## src/rtl/coarse_seq_if.sv

```systemverilog
// Coarse resolver sequencer bus: loop controls, analog trigger inputs,
// switch drives and read-counter outputs.
interface coarse_seq_if;
  logic        en;
  logic        load;
  logic [14:0] load_val;
  logic        _TLC1H;
  logic        _TLC2H;
  logic        _ADHI;
  logic [11:0] _DC;
  logic [14:0] read_cnt;
  logic        up_pls;
  logic        dn_pls;
  logic        coarse_null;
  logic        amb_err;

  modport master (
    output en, load, load_val, _TLC1H, _TLC2H, _ADHI,
    input  _DC, read_cnt, up_pls, dn_pls, coarse_null, amb_err
  );

  modport slave (
    input  en, load, load_val, _TLC1H, _TLC2H, _ADHI,
    output _DC, read_cnt, up_pls, dn_pls, coarse_null, amb_err
  );
endinterface

```

## src/rtl/coarse_seq.sv

```systemverilog
// CDU coarse loop sequencer: drives the coarse switch network from the read
// counter, samples the error triggers after settling and steps toward null.
module coarse_seq #(
  parameter int SETTLE_CYCLES = 8,
  parameter int STEP_LOG2     = 6,
  parameter int NULL_CNT      = 3
) (
  input  logic         clk,
  input  logic         rst,
  coarse_seq_if.slave  bus
);

  typedef enum logic [2:0] {IDLE, DRIVE, SETTLE, SAMPLE, STEP} state_e;

  localparam logic [14:0] STEP_VAL = 15'(1 << STEP_LOG2);
  localparam logic [7:0]  TMR_LAST = 8'(SETTLE_CYCLES - 1);
  localparam logic [3:0]  NULL_THR = 4'(NULL_CNT);

  state_e      state_q, state_d;
  logic [14:0] cnt_q, cnt_d;
  logic [11:0] dc_q, dc_d;
  logic [7:0]  tmr_q, tmr_d;
  logic        dir_up_q, dir_up_d;
  logic [3:0]  nul_q, nul_d;
  logic        amb_q, amb_d;
  logic        up_pls, dn_pls, coarse_null;

  // Octant picks the sin/cos switch pair; bits 11:8 drive DC9..DC12.
  function automatic logic [11:0] dc_decode(input logic [14:0] cnt);
    logic [7:0] oct;
    case (cnt[14:12])
      3'd0:    oct = 8'h14;
      3'd1:    oct = 8'h28;
      3'd2:    oct = 8'h22;
      3'd3:    oct = 8'h11;
      3'd4:    oct = 8'h41;
      3'd5:    oct = 8'h82;
      3'd6:    oct = 8'h88;
      default: oct = 8'h44;
    endcase
    return {cnt[8], cnt[9], cnt[10], cnt[11], oct};
  endfunction

  always_ff @(posedge clk or posedge rst) begin
    if (rst) begin
      state_q  <= IDLE;
      cnt_q    <= '0;
      dc_q     <= '0;
      tmr_q    <= '0;
      dir_up_q <= 1'b0;
      nul_q    <= '0;
      amb_q    <= 1'b0;
    end else begin
      state_q  <= state_d;
      cnt_q    <= cnt_d;
      dc_q     <= dc_d;
      tmr_q    <= tmr_d;
      dir_up_q <= dir_up_d;
      nul_q    <= nul_d;
      amb_q    <= amb_d;
    end
  end

  always_comb begin
    state_d  = state_q;
    cnt_d    = cnt_q;
    dc_d     = dc_q;
    tmr_d    = tmr_q;
    dir_up_d = dir_up_q;
    nul_d    = nul_q;
    amb_d    = amb_q;
    if (bus.load) begin
      cnt_d   = bus.load_val;
      nul_d   = '0;
      state_d = bus.en ? DRIVE : IDLE;
    end else if (!bus.en) begin
      // A step already in flight still lands its count.
      if (state_q == STEP)
        cnt_d = dir_up_q ? cnt_q + STEP_VAL : cnt_q - STEP_VAL;
      state_d = IDLE;
    end else begin
      case (state_q)
        IDLE:   state_d = DRIVE;
        DRIVE: begin
          dc_d    = dc_decode(cnt_q);
          tmr_d   = '0;
          state_d = SETTLE;
        end
        SETTLE: begin
          if (tmr_q == TMR_LAST) state_d = SAMPLE;
          else                   tmr_d   = tmr_q + 8'd1;
        end
        SAMPLE: begin
          if (bus._TLC1H && bus._TLC2H) begin
            amb_d   = 1'b1;
            nul_d   = '0;
            state_d = DRIVE;
          end else if (bus._TLC1H || bus._TLC2H || !bus._ADHI) begin
            // False null near 180 deg is pushed off with an up step.
            dir_up_d = !bus._TLC2H || bus._TLC1H;
            nul_d    = '0;
            state_d  = STEP;
          end else begin
            if (nul_q != 4'hF) nul_d = nul_q + 4'd1;
            state_d = DRIVE;
          end
        end
        STEP: begin
          cnt_d   = dir_up_q ? cnt_q + STEP_VAL : cnt_q - STEP_VAL;
          state_d = DRIVE;
        end
        default: state_d = IDLE;
      endcase
    end
    if (state_d == IDLE) begin
      dc_d  = '0;
      nul_d = '0;
    end
  end

  always_comb begin
    up_pls      = 1'b0;
    dn_pls      = 1'b0;
    coarse_null = (nul_q >= NULL_THR);
    if (state_q == STEP && !bus.load) begin
      up_pls = dir_up_q;
      dn_pls = !dir_up_q;
    end
  end

  assign bus._DC         = dc_q;
  assign bus.read_cnt    = cnt_q;
  assign bus.up_pls      = up_pls;
  assign bus.dn_pls      = dn_pls;
  assign bus.coarse_null = coarse_null;
  assign bus.amb_err     = amb_q;

endmodule

```

## src/flat_wrapper.sv

```systemverilog
// flat-port wrapper written by rule: the top's interface ports become plain ports
module coarse_seq_flat 
#(
  parameter int SETTLE_CYCLES = 8,
  parameter int STEP_LOG2     = 6,
  parameter int NULL_CNT      = 3
)
  (clk, rst, bus_en, bus_load, bus_load_val, bus__TLC1H, bus__TLC2H, bus__ADHI, bus__DC, bus_read_cnt, bus_up_pls, bus_dn_pls, bus_coarse_null, bus_amb_err);
  coarse_seq_if bus_i ();
  input  logic clk;
  input  logic rst;
  input wire logic [$bits(bus_i.en)-1:0] bus_en;
  input wire logic [$bits(bus_i.load)-1:0] bus_load;
  input wire logic [$bits(bus_i.load_val)-1:0] bus_load_val;
  input wire logic [$bits(bus_i._TLC1H)-1:0] bus__TLC1H;
  input wire logic [$bits(bus_i._TLC2H)-1:0] bus__TLC2H;
  input wire logic [$bits(bus_i._ADHI)-1:0] bus__ADHI;
  output wire logic [$bits(bus_i._DC)-1:0] bus__DC;
  output wire logic [$bits(bus_i.read_cnt)-1:0] bus_read_cnt;
  output wire logic [$bits(bus_i.up_pls)-1:0] bus_up_pls;
  output wire logic [$bits(bus_i.dn_pls)-1:0] bus_dn_pls;
  output wire logic [$bits(bus_i.coarse_null)-1:0] bus_coarse_null;
  output wire logic [$bits(bus_i.amb_err)-1:0] bus_amb_err;
  assign bus_i.en = bus_en;
  assign bus_i.load = bus_load;
  assign bus_i.load_val = bus_load_val;
  assign bus_i._TLC1H = bus__TLC1H;
  assign bus_i._TLC2H = bus__TLC2H;
  assign bus_i._ADHI = bus__ADHI;
  assign bus__DC = bus_i._DC;
  assign bus_read_cnt = bus_i.read_cnt;
  assign bus_up_pls = bus_i.up_pls;
  assign bus_dn_pls = bus_i.dn_pls;
  assign bus_coarse_null = bus_i.coarse_null;
  assign bus_amb_err = bus_i.amb_err;
  coarse_seq #(.SETTLE_CYCLES(SETTLE_CYCLES), .STEP_LOG2(STEP_LOG2), .NULL_CNT(NULL_CNT)) u_core (.clk(clk), .rst(rst), .bus(bus_i));
endmodule
```

## config.mk

```make
export PLATFORM = sky130hd
export DESIGN_NAME = coarse_seq_flat
export DESIGN_NICKNAME = d
export VERILOG_FILES = /design/src/rtl/coarse_seq_if.sv /design/src/rtl/coarse_seq.sv /design/src/flat_wrapper.sv
export SDC_FILE = /design/constraint.sdc
export NUM_CORES = 1
export LEC_CHECK = 0
export ABC_AREA = 1
export CAP_MARGIN = 30
export CORE_MARGIN = 5
export CORE_UTILIZATION = 40
export DETAILED_ROUTE_END_ITERATION = 7
export PLACE_DENSITY = 0.63
export RECOVER_POWER = 50
export SLEW_MARGIN = 20
export SYNTH_ARGS = -nofsm -noshare
export SYNTH_HDL_FRONTEND = slang
export SYNTH_SLANG_ARGS = --single-unit
```

## constraint.sdc

```tcl
create_clock -name clk -period 2.2 [get_ports clk]
set_input_delay 0.44 -clock clk [delete_from_list [all_inputs] [get_ports clk]]
set_output_delay 0.44 -clock clk [all_outputs]
set_load 0.02 [all_outputs]
```

==> run summary, run 1 <==
Run status - completed
IO Count - 53
CP cell instances - nor2_1, nand3_1, nor2_1, dlygate4sd2_1
CP Capture Type - output port
Cells after synthesis - 387
Mapped Nets - 419
Post-synthesis adder-cell area fraction - 4.70%
Simple-gate share of the synthesized area - 33.6%
Post-Route WL - 6730 µm
Routed WL per cell - 12.4 µm
First DRT Iteration DRCs - 150
Cts bufs inserted - 5
Tot GR Track Use - 16.1%
DRT Pass-1 Iters - 4
P&R area growth vs syn - 27.1%
Worst r2r dst - u_core.bus.read_cnt[14]
Max_cap viols - 0
Yosys warns - 0
Chip Width - 94.0 µm
Sink Count - 44
Main combinational cell family by area after synthesis - simple AND/OR/NAND/NOR gates
CP arrival - 1.62 ns
Filler cells - 689
Hold Fails Final Rpt - 0
Final setup fails - 0
Max-Slew Margin vs Limit - 27.0%
Critical path fanouts, max - 3
Worst hold path type - reg2reg
Worst path buffer plus inverter count - 1
Syn avg cell area - 7.28 µm²
Vias in the first global route - 2438
Max incr delay on CP - 0.42 ns
GRT overflow - 0
Clock Skews - 0.00549 ns
Area of the mapped netlist - 2820 µm²
Total negative slack - 0 ns
Reg2Reg Setup Slack - 0.32 ns
Layout cells sized above 1 - 10.5%
CP delay by family, top - simple AND/OR/NAND/NOR gates
Hold buffer count at cts - 0
Power per cell area - 601 nW/µm²
Clock power share - 28.8%
Yosys reg bits - 44
Initial antenna violation count - 0
Die area - 8830 µm²
Post_cts resized - 2
Via Count - 2612
DIE HEIGHT - 94.0 µm
Worst-Skew Late Latency - 0.29 ns
DR DRC count - 0
XOR/XNOR Fraction of Synth Area - 1.24%
P_leak - 1.81 nW
Worst hold path startpoint - u_core.bus.read_cnt[5]
Switching share of power - 33.0%
IO Port Bufs - 52
Slowest stage cell, crit path - dfrtp_1
Hold endpoint - u_core.bus.read_cnt[5]
Critical path data required time - 1.76 ns
CTS clk-pin slew, worst paths - 0.09 ns
Hold Path Stages - 2
Combinational share of power - 29.0%
Multiplexer area fraction after synthesis - 0%
Htree depth - 2
CTS root buf - clkbuf_8
Yosys cell types - 34
Critical path class - reg2out
Final Max Tran Viols - 0
Worst Tran Pin Value - 1.10 ns
Initial Utilization - 41.3%
FMAX - 486 MHz
Switching power - 0.000710 W
Reg2reg path depth - 8
Core area - 6830 µm²
Power Internal - 0.00144 W
Diode count - 0
CP startpoint kind - flop
Seq/Total Area, Yosys - 39.1%
Minimum clock period - 2.06 ns
RSZ-0062 raised after global routing - false
Sequential share of power - 42.2%
Post-DRT Antenna Nets - 0
Clk buf depth - 2
Num rows - 30
Pin count of the biggest net entering global routing - 45
Tcrit/Tclk final - 93.5%
IR drop worst, VDD - 0.308 mV
Post-CTS Setup Repair Bufs - 0
Compound-Gate Fraction of Synth Area - 12.5%
R2r startpoint - u_core.dir_up_q
Final-stage net count - 479
Pwr Total - 0.00215 W
Crit-path most repeated cell - nor2_1
First-pass GRT wire length - 11500 µm
RD Place Congestion - 0.907
Post-detail-place hpwl - 5080 µm
Vias per cell - 4.80
CTS tree - built
==> cells by family (layout without fill, tap and decap cells) <==
family,Yosys count,count (layout)
AO/OA/AOI/OAI,49,49
buffers and inverters,59,120
AND/OR/NAND/NOR,221,221
XOR/XNOR,4,4
flip-flops,44,44
adder cells (fa/ha/maj),10,10
==> placed cells by master, fill, tap and decap left out, types with 2 or more instances in the layout <==
cell,n
a21boi_2,6
o21ai_0,17
nor2_1,29
nand2_2,4
clkdlybuf4s50_1,46
dlygate4sd2_1,2
o211ai_1,2
o21ai_1,3
o21ai_2,3
inv_2,6
a31oi_1,2
buf_12,2
dfrtp_1,44
a21oi_2,4
nand4_1,5
a21boi_1,4
dlygate4sd3_1,4
nand3_1,32
a21oi_1,3
nor2_4,3
nand2_1,143
inv_1,44
ha_1,9
nand3_2,2
clkbuf_8,5
xor2_1,4
buf_4,5
==> flip-flops by register name (all words and copies together), names as in the netlist <==
signal,cells
u_core.bus.read_cnt,15
u_core.bus._DC,12
u_core.tmr_q,8
u_core.nul_q,4
u_core.state_q,3
u_core.bus.amb_err,1
u_core.dir_up_q,1
==> routing by layer <==
layer	vias to the layer above	share of wire (%)	track usage, %
met4	0	1.4	5.42
met5	-	0	0
met2	60	44	25.3
met1	1199	50	22.2
li1	1345	-	-
met3	8	4.0	3.13
==> power by group through the flow <==
stage | registers (W) | logic, W | clock network, W
6_report | 0.000908 | 0.000625 | 0.000620
5_1_grt | 0.000916 | 0.000707 | 0.000674
4_1_cts | 0.000908 | 0.000637 | 0.000631
3_5_place_dp | 0.000924 | 0.000633 | 0
3_3_place_gp | 0.000925 | 0.000623 | 0
2_1_floorplan | 0.000957 | 0.000374 | 0
==> worst max-delay path by stage <==
stage	startpoint	to	slack [ns]	cells after the start
3_5_place_dp	bus_load	bus_dn_pls	-0.10	5
5_1_grt	u_core.state_q[1]	bus_dn_pls	0.01	4
4_1_cts	u_core.nul_q[0]	bus_coarse_null	0.13	4
2_1_floorplan	u_core.bus.read_cnt[6]	u_core.bus.read_cnt[12]	0.60	9
6_report	u_core.state_q[1]	bus_dn_pls	0.14	4
3_3_place_gp	bus_load	bus_dn_pls	-0.13	5
==> worst min-delay path, cell delays in order (launching register included) <==
cell,delay [ns]
dfrtp_1,0.34
nand2_1,0.05
nand2_1,0.05
==> synth_stat cells, drive strengths merged <==
cell type	n	area (µm²)
xor2	4	35.0
ha	9	113
fa	1	20.0
o311ai	1	8.76
nand2	147	564
a31o	1	8.76
nor2	33	159
inv	51	191
o21ai	23	126
a21boi	10	97.6
a31oi	2	12.5
buf	8	60.1
a21oi	8	66.3
nand3	34	180
nand4	5	31.3
nor3	1	5.00
o21bai	1	7.51
nand3b	1	7.51
o211ai	2	15.0
a22o	1	8.76
dfrtp	44	1100
==> stage by stage <==
| step | instance area, µm² | hold WS (ns) | util [%] | worst slack (ns) | std cells |
|---|---|---|---|---|---|
| final | 3580 | 0.467 | 52.4 | 0.142 | 544 |
| after global routing | 3580 | 0.504 | 52.4 | 0.0109 | 544 |
| after detailed placement | 3500 | 0.457 | 51.3 | -0.102 | 536 |
| after floorplan | 2820 | 0.482 | - | 0.601 | 387 |
| after CTS | 3610 | 0.479 | 52.9 | 0.135 | 544 |
| after global placement | 3500 | 0.453 | 51.3 | -0.129 | 536 |
==> final cells by class <==
type	instances	area (µm²)	area share [%]
sequential	44	1100	30.7
clock buffer	5	68.8	1.92
multi-input combinational	284	1450	40.6
clock inverter	3	42.5	1.19
inverter	51	191	5.34
timing repair buffer	61	604	16.9
tap	96	120	3.35
Power figures use the tool's default switching activity.
==> inputs of run 2 (changes only) <==
Settings changed: ABC_CLOCK_PERIOD_IN_PS from default to 2200.
==> results of run 2 <==
The final DEF is identical to that of run 1; final timing and power are the same.
==> inputs of run 3 (changes only) <==
Settings changed: CORE_UTILIZATION 40 to 49, PLACE_DENSITY 0.63 to 0.75.
==> run summary, run 3 (same netlist as run 1, synthesis figures left out) <==
Vias in the first global route - 2547
Post-DRT Antenna Nets - 0
CTS root buf - clkbuf_8
Initial Utilization - 50.9%
Post-Route WL - 6480 µm
First-pass GRT wire length - 11300 µm
CP Capture Type - output port
RD Place Congestion - 0.935
DIE HEIGHT - 85.9 µm
CTS clk-pin slew, worst paths - 0.08 ns
Post-detail-place hpwl - 4900 µm
Final-stage net count - 480
Filler cells - 504
CP arrival - 1.65 ns
Commonest non-fill, non-tap cell in the layout - nand2_1
Max_cap viols - 0
Worst Tran Pin Value - 1.10 ns
DRT Pass-1 Iters - 4
Via Count - 2626
Setup WS post-layout - 0.112 ns
Chip Width - 85.9 µm
Commonest cells after routing, fill and taps aside - nand2_1, clkdlybuf4s50_1, dfrtp_1
Pin count of the biggest net entering global routing - 45
Tot GR Track Use - 19.2%
Critical path class - in2out
Final Max Tran Viols - 0
Clock Skews - 0.00404 ns
Core area - 5540 µm²
Area after DPL - 3470 µm²
FMAX - 479 MHz
GRT overflow - 0
CTS tree - built
Die area - 7370 µm²
Run status - completed
Layout cells sized above 1 - 10.5%
CP startpoint kind - primary input
Critical path data required time - 1.76 ns
Final Util - 63.6%
Vias per cell - 5.04
DP Worst Slack - -0.160 ns
IO Count - 53
Hold Fails Final Rpt - 0
Htree depth - 2
Max-Slew Margin vs Limit - 26.4%
Worst-Skew Late Latency - 0.30 ns
Tcrit/Tclk final - 94.9%
Diode count - 0
P&R area growth vs syn - 25.1%
Slowest stage cell, crit path - clkdlybuf4s50_1
Power per cell area - 583 nW/µm²
Max incr delay on CP - 0.46 ns
Largest register FFs - 15
First DRT Iteration DRCs - 108
Worst hold path type - reg2reg
Routed WL per cell - 12.4 µm
Post-CTS Setup Repair Bufs - 0
Minimum clock period - 2.09 ns
RSZ-0062 raised after global routing - false
P_leak - 1.79 nW
Critical path fanouts, max - 4
Num rows - 27
CP cell instances - clkdlybuf4s50_1, inv_2, nand3_1, nor2_1, dlygate4sd2_1
Final setup fails - 0
Post-route cell area - 3530 µm²
CP delay by family, top - buffers and inverters
Pwr Total - 0.00206 W
IR drop worst, VDD - 0.339 mV
Hold WS - 0.465 ns
Cts bufs inserted - 5
Initial antenna violation count - 0
DR DRC count - 0
Clk buf depth - 2
Worst path buffer plus inverter count - 3
Sink Count - 44
IO Port Bufs - 52
[run 3: cell count changes in the layout (fill, tap and decap cells not counted), sizes merged]
cell / before / now
clkinvlp: 1 / 0
dlygate4sd3: 4 / 3
bufinv: 1 / 0
clkbuf: 7 / 10
buf: 7 / 8
clkinv: 2 / 1
clkdlybuf4s50: 46 / 47
[run 3: worst min-delay path: stages, from the launching register on]
cell     delay (ns)
dfrtp_1        0.34
nand2_1        0.05
nand2_1        0.05
[run 3: final timing paths]
kind | start | to | slack (ns) | depth (start not counted)
worst min register to register | u_core.bus.read_cnt[0] | u_core.bus.read_cnt[0] | 0.47 | 2
worst max-delay path | bus_load | bus_dn_pls | 0.11 | 5
max in group asynchronous | rst | u_core.bus.read_cnt[5] | 0.60 | 3
min in group asynchronous | rst | u_core.tmr_q[7] | 0.93 | 3
worst min-delay path | u_core.bus.read_cnt[0] | u_core.bus.read_cnt[0] | 0.47 | 2
worst max register to register | u_core.dir_up_q | u_core.bus.read_cnt[12] | 0.30 | 10
[run 3: repair_timing]
| item | CTS | global route |
|---|---|---|
| gates resized for setup | 2 | 0 |
| endpoints found under the hold margin | 0 | 0 |
| endpoints found under the setup margin | 2 | 0 |
| hold buffers | 0 | 0 |
[run 3: area by class of cell]
| cell class | count | area, µm² | share of cell area (%) |
|---|---|---|---|
| flip-flops and latches | 44 | 1100 | 31.2 |
| multi-input cells | 284 | 1450 | 41.2 |
| repair buffers | 62 | 599 | 17.0 |
| well taps | 72 | 90.1 | 2.56 |
| clock buffers | 8 | 90.1 | 2.56 |
| inverters | 51 | 191 | 5.43 |
[run 3: stage by stage]
step                      TNS [ns]  std cells
final                            0        521
after global routing             0        521
after CTS                        0        521
after detailed placement    -0.305        513
after global placement      -0.279        513
after floorplan                  0        387
[run 3: routing by layer]
layer	track usage, %	vias up	routed length, µm
met2	31.1	65	2930
met1	24.8	1203	3110
met3	3.65	11	300
met4	8.63	0	142
li1	-	1347	-
met5	0	-	0
[run 3: power breakdown]
| part | leakage, nW | internal, W | switching, W |
|---|---|---|---|
| sequential | 0.578 | 0.000854 | 0.0000525 |
| clock | 0.0455 | 0.000256 | 0.000270 |
| combinational | 1.17 | 0.000252 | 0.000370 |
